===== src/rtl/mem_pkg.sv =====
// Shared definitions for the mem_access load/store stage: size codes, FSM states
// and the bus-timeout default.
package mem_pkg;

  localparam int DATA_W             = 32;
  localparam int TIMEOUT_CYCLES_DEF = 255;

  typedef enum logic [1:0] {
    SZ_BYTE     = 2'b00,
    SZ_HALF     = 2'b01,
    SZ_WORD     = 2'b10,
    SZ_WORD_ALT = 2'b11
  } size_e;

  typedef enum logic {
    ST_IDLE = 1'b0,
    ST_BUSY = 1'b1
  } state_e;

  // Natural alignment: halves need an even address, words a multiple of four.
  function automatic logic is_aligned(input size_e size, input logic [1:0] offset);
    case (size)
      SZ_BYTE: return 1'b1;
      SZ_HALF: return ~offset[0];
      default: return (offset == 2'b00);
    endcase
  endfunction

endpackage


===== src/rtl/load_align.sv =====
// Load lane extraction: picks the addressed byte/half out of a bus word and
// sign- or zero-extends it to a full word.
module load_align
  import mem_pkg::*;
(
  input  logic [DATA_W-1:0] rdata,
  input  logic [1:0]        offset,
  input  size_e             size,
  input  logic              sign_ext,
  output logic [DATA_W-1:0] data
);

  logic signed [7:0]  byte_sel;
  logic signed [15:0] half_sel;

  always_comb begin
    case (offset)
      2'd0:    byte_sel = rdata[7:0];
      2'd1:    byte_sel = rdata[15:8];
      2'd2:    byte_sel = rdata[23:16];
      default: byte_sel = rdata[31:24];
    endcase
    half_sel = offset[1] ? rdata[31:16] : rdata[15:0];

    case (size)
      SZ_BYTE: data = {{24{sign_ext & byte_sel[7]}}, byte_sel};
      SZ_HALF: data = {{16{sign_ext & half_sel[15]}}, half_sel};
      default: data = rdata;
    endcase
  end

endmodule


===== src/rtl/mem_access.sv =====
// Memory-access stage: forwards ALU results, runs one bus load/store at a time.
// Optional bus-wait abort enabled by defining MEM_ACCESS_TIMEOUT_EN.
module mem_access
  import mem_pkg::*;
#(
  parameter int TIMEOUT_CYCLES = TIMEOUT_CYCLES_DEF
) (
  input  logic              i_clk,
  input  logic              i_rst,
  input  logic              i_valid,
  input  logic [DATA_W-1:0] i_ALUres,
  input  logic [DATA_W-1:0] i_op2,
  input  logic              i_memRead,
  input  logic              i_memWrite,
  input  logic [1:0]        i_size,
  input  logic              i_loadSigned,
  output logic              o_stall,
  output logic              o_mem_req,
  output logic              o_mem_we,
  output logic [DATA_W-1:0] o_mem_addr,
  output logic [3:0]        o_mem_be,
  output logic [DATA_W-1:0] o_mem_wdata,
  input  logic              i_mem_ack,
  input  logic [DATA_W-1:0] i_mem_rdata,
  output logic              o_valid,
  output logic [DATA_W-1:0] o_result,
  output logic              o_misaligned,
  output logic              o_bus_error
);

  function automatic logic [3:0] store_be(input size_e size, input logic [1:0] offset);
    case (size)
      SZ_BYTE: return 4'b0001 << offset;
      SZ_HALF: return offset[1] ? 4'b1100 : 4'b0011;
      default: return 4'b1111;
    endcase
  endfunction

  function automatic logic [DATA_W-1:0] store_wdata(input size_e size,
                                                    input logic [DATA_W-1:0] op2);
    case (size)
      SZ_BYTE: return {4{op2[7:0]}};
      SZ_HALF: return {2{op2[15:0]}};
      default: return op2;
    endcase
  endfunction

  state_e            state_q, state_nxt;
  size_e             size_in;
  logic              is_mem, aligned;
  logic              start, pass, misalign, done, abort, timeout_hit;

  logic              we_p1;
  logic [DATA_W-1:0] addr_p1;
  logic [3:0]        be_p1;
  logic [DATA_W-1:0] wdata_p1;
  size_e             size_p1;
  logic              sgn_p1;

  logic              vld_p2;
  logic [DATA_W-1:0] result_p2;
  logic              misaligned_p2;
  logic [DATA_W-1:0] load_data;

  assign size_in = size_e'(i_size);
  assign is_mem  = i_memRead | i_memWrite;
  assign aligned = is_aligned(size_in, i_ALUres[1:0]);

  always_ff @(posedge i_clk or posedge i_rst) begin
    if (i_rst) state_q <= ST_IDLE;
    else       state_q <= state_nxt;
  end

  always_comb begin
    state_nxt = state_q;
    start     = 1'b0;
    pass      = 1'b0;
    misalign  = 1'b0;
    done      = 1'b0;
    abort     = 1'b0;
    case (state_q)
      ST_IDLE: begin
        if (i_valid) begin
          if (!is_mem) begin
            pass = 1'b1;
          end else if (!aligned) begin
            misalign = 1'b1;
          end else begin
            start     = 1'b1;
            state_nxt = ST_BUSY;
          end
        end
      end
      ST_BUSY: begin
        if (i_mem_ack) begin
          done      = 1'b1;
          state_nxt = ST_IDLE;
        end else if (timeout_hit) begin
          abort     = 1'b1;
          state_nxt = ST_IDLE;
        end
      end
      default: state_nxt = ST_IDLE;
    endcase
  end

  load_align u_load_align (
    .rdata    (i_mem_rdata),
    .offset   (addr_p1[1:0]),
    .size     (size_p1),
    .sign_ext (sgn_p1),
    .data     (load_data)
  );

  // Stage p1: bus request captured on entry to BUSY, held until ack.
  // A simultaneous read+write is taken as a store.
  always_ff @(posedge i_clk or posedge i_rst) begin
    if (i_rst) begin
      we_p1    <= 1'b0;
      addr_p1  <= '0;
      be_p1    <= '0;
      wdata_p1 <= '0;
      size_p1  <= SZ_BYTE;
      sgn_p1   <= 1'b0;
    end else if (start) begin
      we_p1    <= i_memWrite;
      addr_p1  <= i_ALUres;
      be_p1    <= store_be(size_in, i_ALUres[1:0]);
      wdata_p1 <= store_wdata(size_in, i_op2);
      size_p1  <= size_in;
      sgn_p1   <= i_loadSigned;
    end
  end

  // Stage p2: one-cycle result pulse.
  always_ff @(posedge i_clk or posedge i_rst) begin
    if (i_rst) begin
      vld_p2        <= 1'b0;
      result_p2     <= '0;
      misaligned_p2 <= 1'b0;
    end else begin
      vld_p2        <= pass | misalign | done | abort;
      misaligned_p2 <= misalign;
      if (pass || misalign) result_p2 <= i_ALUres;
      else if (done)        result_p2 <= we_p1 ? addr_p1 : load_data;
      else if (abort)       result_p2 <= '0;
    end
  end

`ifdef MEM_ACCESS_TIMEOUT_EN
  localparam logic [7:0] TO_LAST = 8'(TIMEOUT_CYCLES - 1);

  logic [7:0] to_cnt_q;
  logic       bus_error_p2;

  // Counter is zero on the first BUSY cycle, so abort follows TIMEOUT_CYCLES req cycles.
  always_ff @(posedge i_clk or posedge i_rst) begin
    if (i_rst) begin
      to_cnt_q     <= '0;
      bus_error_p2 <= 1'b0;
    end else begin
      bus_error_p2 <= abort;
      if (state_q == ST_BUSY) to_cnt_q <= to_cnt_q + 8'd1;
      else                    to_cnt_q <= '0;
    end
  end

  assign timeout_hit = (to_cnt_q == TO_LAST);
  assign o_bus_error = bus_error_p2;
`else
  assign timeout_hit = 1'b0;
  assign o_bus_error = 1'b0;
`endif

  assign o_stall      = (state_q == ST_BUSY);
  assign o_mem_req    = (state_q == ST_BUSY);
  assign o_mem_we     = (state_q == ST_BUSY) & we_p1;
  assign o_mem_addr   = {addr_p1[DATA_W-1:2], 2'b00};
  assign o_mem_be     = be_p1;
  assign o_mem_wdata  = wdata_p1;
  assign o_valid      = vld_p2;
  assign o_result     = result_p2;
  assign o_misaligned = misaligned_p2;

endmodule


===== config.mk =====
export PLATFORM = sky130hd
export DESIGN_NAME = mem_access
export DESIGN_NICKNAME = d
export VERILOG_FILES = /design/src/rtl/mem_pkg.sv /design/src/rtl/load_align.sv /design/src/rtl/mem_access.sv
export SDC_FILE = /design/constraint.sdc
export NUM_CORES = 1
export LEC_CHECK = 0
export ABC_AREA = 0
export ABC_CLOCK_PERIOD_IN_PS = 3590
export CELL_PAD_IN_SITES_DETAIL_PLACEMENT = 1
export CELL_PAD_IN_SITES_GLOBAL_PLACEMENT = 1
export CORE_MARGIN = 10
export CORE_UTILIZATION = 29
export CTS_CLUSTER_SIZE = 40
export DETAILED_ROUTE_END_ITERATION = 10
export PLACE_DENSITY = 0.78
export SYNTH_ARGS = -nofsm -noshare
export SYNTH_HDL_FRONTEND = slang
export SYNTH_SLANG_ARGS = --single-unit

===== constraint.sdc =====
create_clock -name i_clk -period 3.59 [get_ports i_clk]
set_input_delay 0.718 -clock i_clk [delete_from_list [all_inputs] [get_ports i_clk]]
set_output_delay 0.718 -clock i_clk [all_outputs]
set_load 0.02 [all_outputs]

==> impl_metrics.py, run 1 <==
metrics = {
    "synthesis": {
        "synth_area_um2": 5760,
        "ys_warn_count": 0,
        "synth_top_family_by_area": "compound AO/OA/AOI/OAI gates",
        "synth_xor_xnor_area_share_pct": 0,
        "synth_fa_ha_area_share_pct": 0,
        "yosys.area_share.simple_pct": 18.7,
        "yosysSeqAreaShare_pct": 46.5,
        "synth_edf_count": 0,
        "syn-mean-instance-area_um2": 8.68,
        "synthDominantCellAreaShare_pct": 46.5,
        "synthFlopType": "dfrtp_1",
        "netlist_instances": 664,
        "yosys-mux-area-fraction_pct": 5.78,
        "synth_area_leader_cell": "dfrtp_1",
        "synth-compound-area-share_pct": 19.6,
        "async_flop_share_pct": 100,
        "synth.distinct_cells": 47,
        "synth_area_leaders": "dfrtp_1 (46%), nand2_1 (11%), mux2i_1 (5.4%), buf_4 (5.0%), o21ai_1 (3.8%)",
        "yosys.cell_count.top_type": "nand2_1",
        "synthTopCellsByCount": "nand2_1 (170), dfrtp_1 (107), o21ai_1 (44)",
        "synth_seq_cells": 107,
    },
    "power": {
        "power_density_nw_per_um2": 617,
        "seqPwrFrac_pct": 36.2,
        "combPwrFrac_pct": 42.0,
        "p_clk_share_pct": 21.9,
        "switching_share_pct": 38.4,
        "power_leakage_nw": 3.48,
        "ir_drop_mv": 0.297,
        "p_total_w": 0.00501,
        "netSwitchingPower_w": 0.00193,
        "intPower_w": 0.00309,
    },
    "sta": {
        "worst-slew-pin-transition_ps": 904,
        "hold_viol": 0,
        "max_freq_mhz": 374,
        "fin_crit_sh_pct": 74.4,
        "finClkSkew_ps": 8.34,
        "fin_crit_ps": 2670,
        "timing.slew.headroom_pct": 39.7,
        "final_max_slew_viol_count": 0,
        "hold_ws_ps": 486,
        "rsz0062_at_grt": "no",
        "setup_viol": 0,
        "tns_ps": 0,
    },
    "setup_path": {
        "worstPathArrival_ps": 1950,
        "slowest_stage": "dfrtp_1",
        "reg2reg_depth": 5,
        "start_kind": "flip-flop",
        "max_stage_delay_ps": 770,
        "cp_max_fo": 18,
        "worstPathRequired_ps": 2870,
        "endpoint_kind": "output pin",
        "worstSetupPathType": "reg -> out",
        "crit_path_cell_trace": "inv_2 > nor2_1 > clkdlybuf4s50_1",
    },
    "routing": {
        "wl_per_cell_um": 21.6,
        "drtIter0Drc": 233,
        "vias_per_cell": 5.05,
        "detail-route-antenna-nets": 0,
        "num_vias": 5482,
        "drt-pass1-iter-count": 5,
        "drc_errors": 0,
        "routed_wl_um": 23400,
    },
    "placement": {
        "dp_hpwl_um": 17500,
        "dpl.cell_count": 1070,
        "portBuffers": 207,
        "gp_congestion": 0.828,
    },
    "job": {
        "cap_violations": 0,
    },
    "finish": {
        "seq_area_um2": 2680,
        "drive_above_1_share_pct": 5.24,
        "syn_to_final_growth_pct": 41.0,
        "diodes": 0,
        "multi_input_area_um2": 2560,
        "finalNonFillerCells": 1086,
        "layout.nets": 921,
        "nFillCells": 2266,
    },
    "hold_path": {
        "whs_path_depth": 2,
        "hold_class": "reg -> reg",
    },
    "clocking": {
        "post_cts_buffers": 0,
        "cts_tree": "done",
        "root_buffer": "clkbuf_16",
        "clk_pin_slew_worst_paths_ps": 70,
        "clk-insertion-delay-late_ps": 360,
        "cts_buffers": 9,
        "postCtsHoldBufs": 0,
        "cts_resized": 0,
        "max-clock-path-buffers": 2,
        "h-tree-depth": 3,
        "clock_sinks": 107,
    },
    "grt": {
        "grt_max_degree": 64,
        "grt_pass1_vias": 6044,
        "grt_first_pass_wirelength_um": 36100,
        "overflow": 0,
        "antenna_found_initial": 0,
        "track_usage_pct": 17.7,
    },
    "die": {
        "die_h_um": 161,
        "ios": 211,
        "chipWidth_um": 161,
        "fp.coreArea_um2": 19500,
        "start_util_pct": 29.5,
        "num_rows": 51,
        "fp.dieArea_um2": 25900,
    },
    "run_status": {
        "status": "completed",
    },
}
## state kept, by name, summed over array words and instances, names as in the netlist
name          count
addr_p1          32
o_mem_be          4
o_mem_req         1
o_mem_wdata      32
o_misaligned      1
o_result         32
o_valid           1
sgn_p1            1
size_p1           2
we_p1             1
## metal layers
metal | wire length (um) | vias up | GRT usage [%]
met2 | 10900 | 213 | 28.3
met5 | 0 | - | 0
li1 | - | 2554 | -
met1 | 10000 | 2704 | 21.6
met3 | 2280 | 11 | 8.08
met4 | 223 | 0 | 2.85
## power by group through the flow
stage / combinational [W] / clock (W) / sequential [W]
floorplan: 0.00101 / 0 / 0.00199
global placement: 0.00209 / 0 / 0.00183
detailed placement: 0.00213 / 0 / 0.00184
CTS: 0.00213 / 0.00113 / 0.00182
global route: 0.00227 / 0.00117 / 0.00187
finish: 0.00210 / 0.00110 / 0.00181
## stage by stage
stage	area, um2	utilization (%)	setup slack [ps]
after detailed placement	7810	40.0	834
final	8130	41.6	919
after CTS	8130	41.6	870
after floorplan	5770	-	54.8
after global routing	8130	41.6	744
after global placement	7810	40.0	885
## final cells by class
cell class	instances	area share (%)
Inverter	7	0.354
Multi-Input combinational cell	469	31.5
Sequential cell	107	32.9
Timing Repair Buffer	222	27.2
Tap cell	265	4.08
Clock buffer	10	2.82
Clock inverter	6	1.09
## logic make-up after synthesis
family,Yosys count
simple gates,251
other cells,1
flops,107
mux,33
compound gates,182
buf+inv,90
## layout by cell type (no fill, tap or decap), types with 6 or more instances in the layout
master and instances:
a21oi_1 32, a221o_1 7, a22o_1 13, a31oi_1 24
and2_1 17, buf_4 13, clkbuf_16 9, clkdlybuf4s50_1 207
dfrtp_1 107, mux2i_1 31, nand2_1 170, nand3_1 19
nor2_1 20, nor3_1 7, o211ai_1 6, o21ai_0 36
o21ai_1 44
## worst paths after layout
| path | from | endpoint | slack [ps] |
|---|---|---|---|
| hold reg to reg | o_mem_be[2] | o_mem_be[2] | 490 |
| hold / removal | o_mem_be[2] | o_mem_be[2] | 490 |
| setup reg to reg | size_p1[1] | o_result[10] | 1330 |
| setup / recovery | we_p1 | o_mem_we | 920 |
| max in group asynchronous | i_rst | addr_p1[10] | 2060 |
| min in group asynchronous | i_rst | o_mem_wdata[18] | 720 |
## critical path: cells and delay by family, from the launching register on
family	cells	cell delay (ps)
buffers and inverters	2	710
AND/OR/NAND/NOR	1	130
flip-flops	1	770
No activity file was read; power rests on OpenSTA's default activity.
==> run 2, diff against run 1 <==
--- a/config.mk
+++ b/config.mk
@@ -6,14 +6,14 @@
 export NUM_CORES = 1
 export LEC_CHECK = 0
 export ABC_AREA = 0
-export ABC_CLOCK_PERIOD_IN_PS = 3590
+export ABC_CLOCK_PERIOD_IN_PS = 2600
 export CELL_PAD_IN_SITES_DETAIL_PLACEMENT = 1
 export CELL_PAD_IN_SITES_GLOBAL_PLACEMENT = 1
 export CORE_MARGIN = 10
-export CORE_UTILIZATION = 29
+export CORE_UTILIZATION = 33
 export CTS_CLUSTER_SIZE = 40
 export DETAILED_ROUTE_END_ITERATION = 10
-export PLACE_DENSITY = 0.78
+export PLACE_DENSITY = 0.84
 export SYNTH_ARGS = -nofsm -noshare
 export SYNTH_HDL_FRONTEND = slang
 export SYNTH_SLANG_ARGS = --single-unit
==> constraint.sdc (replaced) <==
create_clock -name i_clk -period 2.6 [get_ports i_clk]
set_input_delay 0.52 -clock i_clk [delete_from_list [all_inputs] [get_ports i_clk]]
set_output_delay 0.52 -clock i_clk [all_outputs]
set_load 0.02 [all_outputs]
==> impl_metrics.py, run 2 (synthesized netlist as in run 1, its figures left out) <==
metrics = {
    "run_status": {
        "status": "completed",
    },
    "setup_path": {
        "worstPathRequired_ps": 2080,
        "crit_path_cell_trace": "inv_1 > nor2_1 > clkdlybuf4s50_1",
        "timing.rr.start": "addr_p1[1]",
        "r2r_slack_ps": 460,
        "max_stage_delay_ps": 630,
        "critPathBufInv": 2,
        "start_kind": "flip-flop",
        "reg2reg_depth": 5,
        "cp_max_fo": 7,
        "worstPathArrival_ps": 1720,
        "crit_family": "buffers and inverters",
        "endpoint_kind": "output pin",
        "slowest_stage": "clkdlybuf4s50_1",
        "r2r-end": "o_result[31]",
        "worstSetupPathType": "reg -> out",
        "cp_num_cells": 3,
    },
    "routing": {
        "detail-route-antenna-nets": 0,
        "routed_wl_um": 22200,
        "wl_per_cell_um": 21.1,
        "drc_errors": 0,
        "num_vias": 5480,
        "drtIter0Drc": 302,
        "drt-pass1-iter-count": 5,
        "vias_per_cell": 5.21,
    },
    "power": {
        "netSwitchingPower_w": 0.00264,
        "combPwrFrac_pct": 43.7,
        "ir_drop_mv": 0.356,
        "power_density_nw_per_um2": 833,
        "p_clk_share_pct": 19.9,
        "power_leakage_nw": 3.50,
        "intPower_w": 0.00412,
        "seqPwrFrac_pct": 36.4,
        "switching_share_pct": 39.0,
    },
    "placement": {
        "dpl_cell_area_um2": 7840,
        "portBuffers": 207,
        "gp_congestion": 0.860,
        "dpl.cell_count": 1035,
        "dp_hpwl_um": 16800,
        "dp_slack_ps": 233,
    },
    "clocking": {
        "h-tree-depth": 3,
        "post_cts_buffers": 0,
        "cts_tree": "done",
        "root_buffer": "clkbuf_16",
        "postCtsHoldBufs": 0,
        "cts_buffers": 9,
        "clk-insertion-delay-late_ps": 360,
        "cts_resized": 0,
        "max-clock-path-buffers": 2,
        "clk_pin_slew_worst_paths_ps": 80,
        "clock_sinks": 107,
    },
    "die": {
        "num_rows": 48,
        "fp.coreArea_um2": 17200,
        "die_h_um": 152,
        "chipWidth_um": 152,
        "fp.dieArea_um2": 23100,
        "start_util_pct": 33.4,
        "ios": 211,
    },
    "sta": {
        "hold_viol": 0,
        "rsz0062_at_grt": "no",
        "setup_viol": 0,
        "tns_ps": 0,
        "timing.slew.headroom_pct": 47.9,
        "worst-slew-pin-transition_ps": 781,
        "fin_crit_sh_pct": 86.1,
        "finClkSkew_ps": 10.3,
        "final_max_slew_viol_count": 0,
        "layout_setup_ws_ps": 363,
        "fin_crit_ps": 2240,
        "max_freq_mhz": 447,
    },
    "grt": {
        "grt_first_pass_wirelength_um": 35100,
        "busiest_layer": "met2",
        "use_met3_pct": 7.45,
        "grt_max_degree": 108,
        "track_usage_pct": 18.8,
        "grt_pass1_vias": 6013,
        "met1_usage_pct": 22.5,
        "overflow": 0,
        "antenna_found_initial": 2,
        "grt_use_met2_pct": 30.1,
    },
    "finish": {
        "layout_common_cells": "clkdlybuf4s50_1 (207), nand2_1 (170), dfrtp_1 (107)",
        "layout.nets": 926,
        "final_core_util_pct": 47.1,
        "syn_to_final_growth_pct": 40.9,
        "layout_commonest_cell": "clkdlybuf4s50_1",
        "final_area_um2": 8120,
        "finalNonFillerCells": 1052,
        "drive_above_1_share_pct": 5.81,
    },
    "hold_path": {
        "hold_class": "reg -> reg",
        "hp-start": "o_mem_wdata[5]",
        "whs_path_depth": 2,
        "hold_end": "o_mem_wdata[5]",
    },
    "job": {
        "cap_violations": 0,
    },
}
## run 2: final cells by class
class                           count  area (um2)
Tap cell                          225         282
Clock inverter                      5        37.5
Sequential cell                   107        2680
Timing Repair Buffer              227        2280
Clock buffer                       11         243
Multi-Input combinational cell    469        2560
Fill cell                        2003        9120
Antenna cell                        1        2.50
Inverter                            7        30.0
## run 2: worst max-delay path by stage
stage                            from            to
after detailed placement  i_ALUres[1]  o_result[31]
after floorplan                 i_rst    addr_p1[0]
after global placement      i_size[1]   o_result[2]
final                       o_mem_req      o_mem_we
after CTS                   o_mem_req      o_mem_we
after global routing        o_mem_req      o_mem_we
## run 2: worst reg2reg max path: cells and delay by family (launching register included)
kind               cells  cell delay (ps)
AOI/OAI and AO/OA      5             1210
DFF                    1              850
## run 2: stage by stage
step / hold slack (ps) / power (W)
after floorplan: 464 / 0.00413
after global placement: 457 / 0.00539
after detailed placement: 464 / 0.00547
after CTS: 482 / 0.00684
after global routing: 505 / 0.00718
final: 479 / 0.00676
## run 2: layer usage
layer / vias up / wire length [um]
met1: 2668 / 9420
met4: 2 / 533
met2: 205 / 10200
met3: 36 / 1990
li1: 2569 / -
met5: - / 13
## run 2: power by group through the flow
stage	Sequential (W)	Combinational [W]	Clock [W]
2_1_floorplan	0.00274	0.00139	0
3_3_place_gp	0.00247	0.00292	0
5_1_grt	0.00253	0.00320	0.00145
3_5_place_dp	0.00249	0.00298	0
6_report	0.00246	0.00295	0.00135
4_1_cts	0.00246	0.00299	0.00138
==> run 3, diff against run 2 <==
--- a/config.mk
+++ b/config.mk
@@ -5,7 +5,6 @@
 export SDC_FILE = /design/constraint.sdc
 export NUM_CORES = 1
 export LEC_CHECK = 0
-export ABC_AREA = 0
 export ABC_CLOCK_PERIOD_IN_PS = 2600
 export CELL_PAD_IN_SITES_DETAIL_PLACEMENT = 1
 export CELL_PAD_IN_SITES_GLOBAL_PLACEMENT = 1
==> results of run 3 <==
No change in the layout: final DEF, timing and power equal those of run 2.
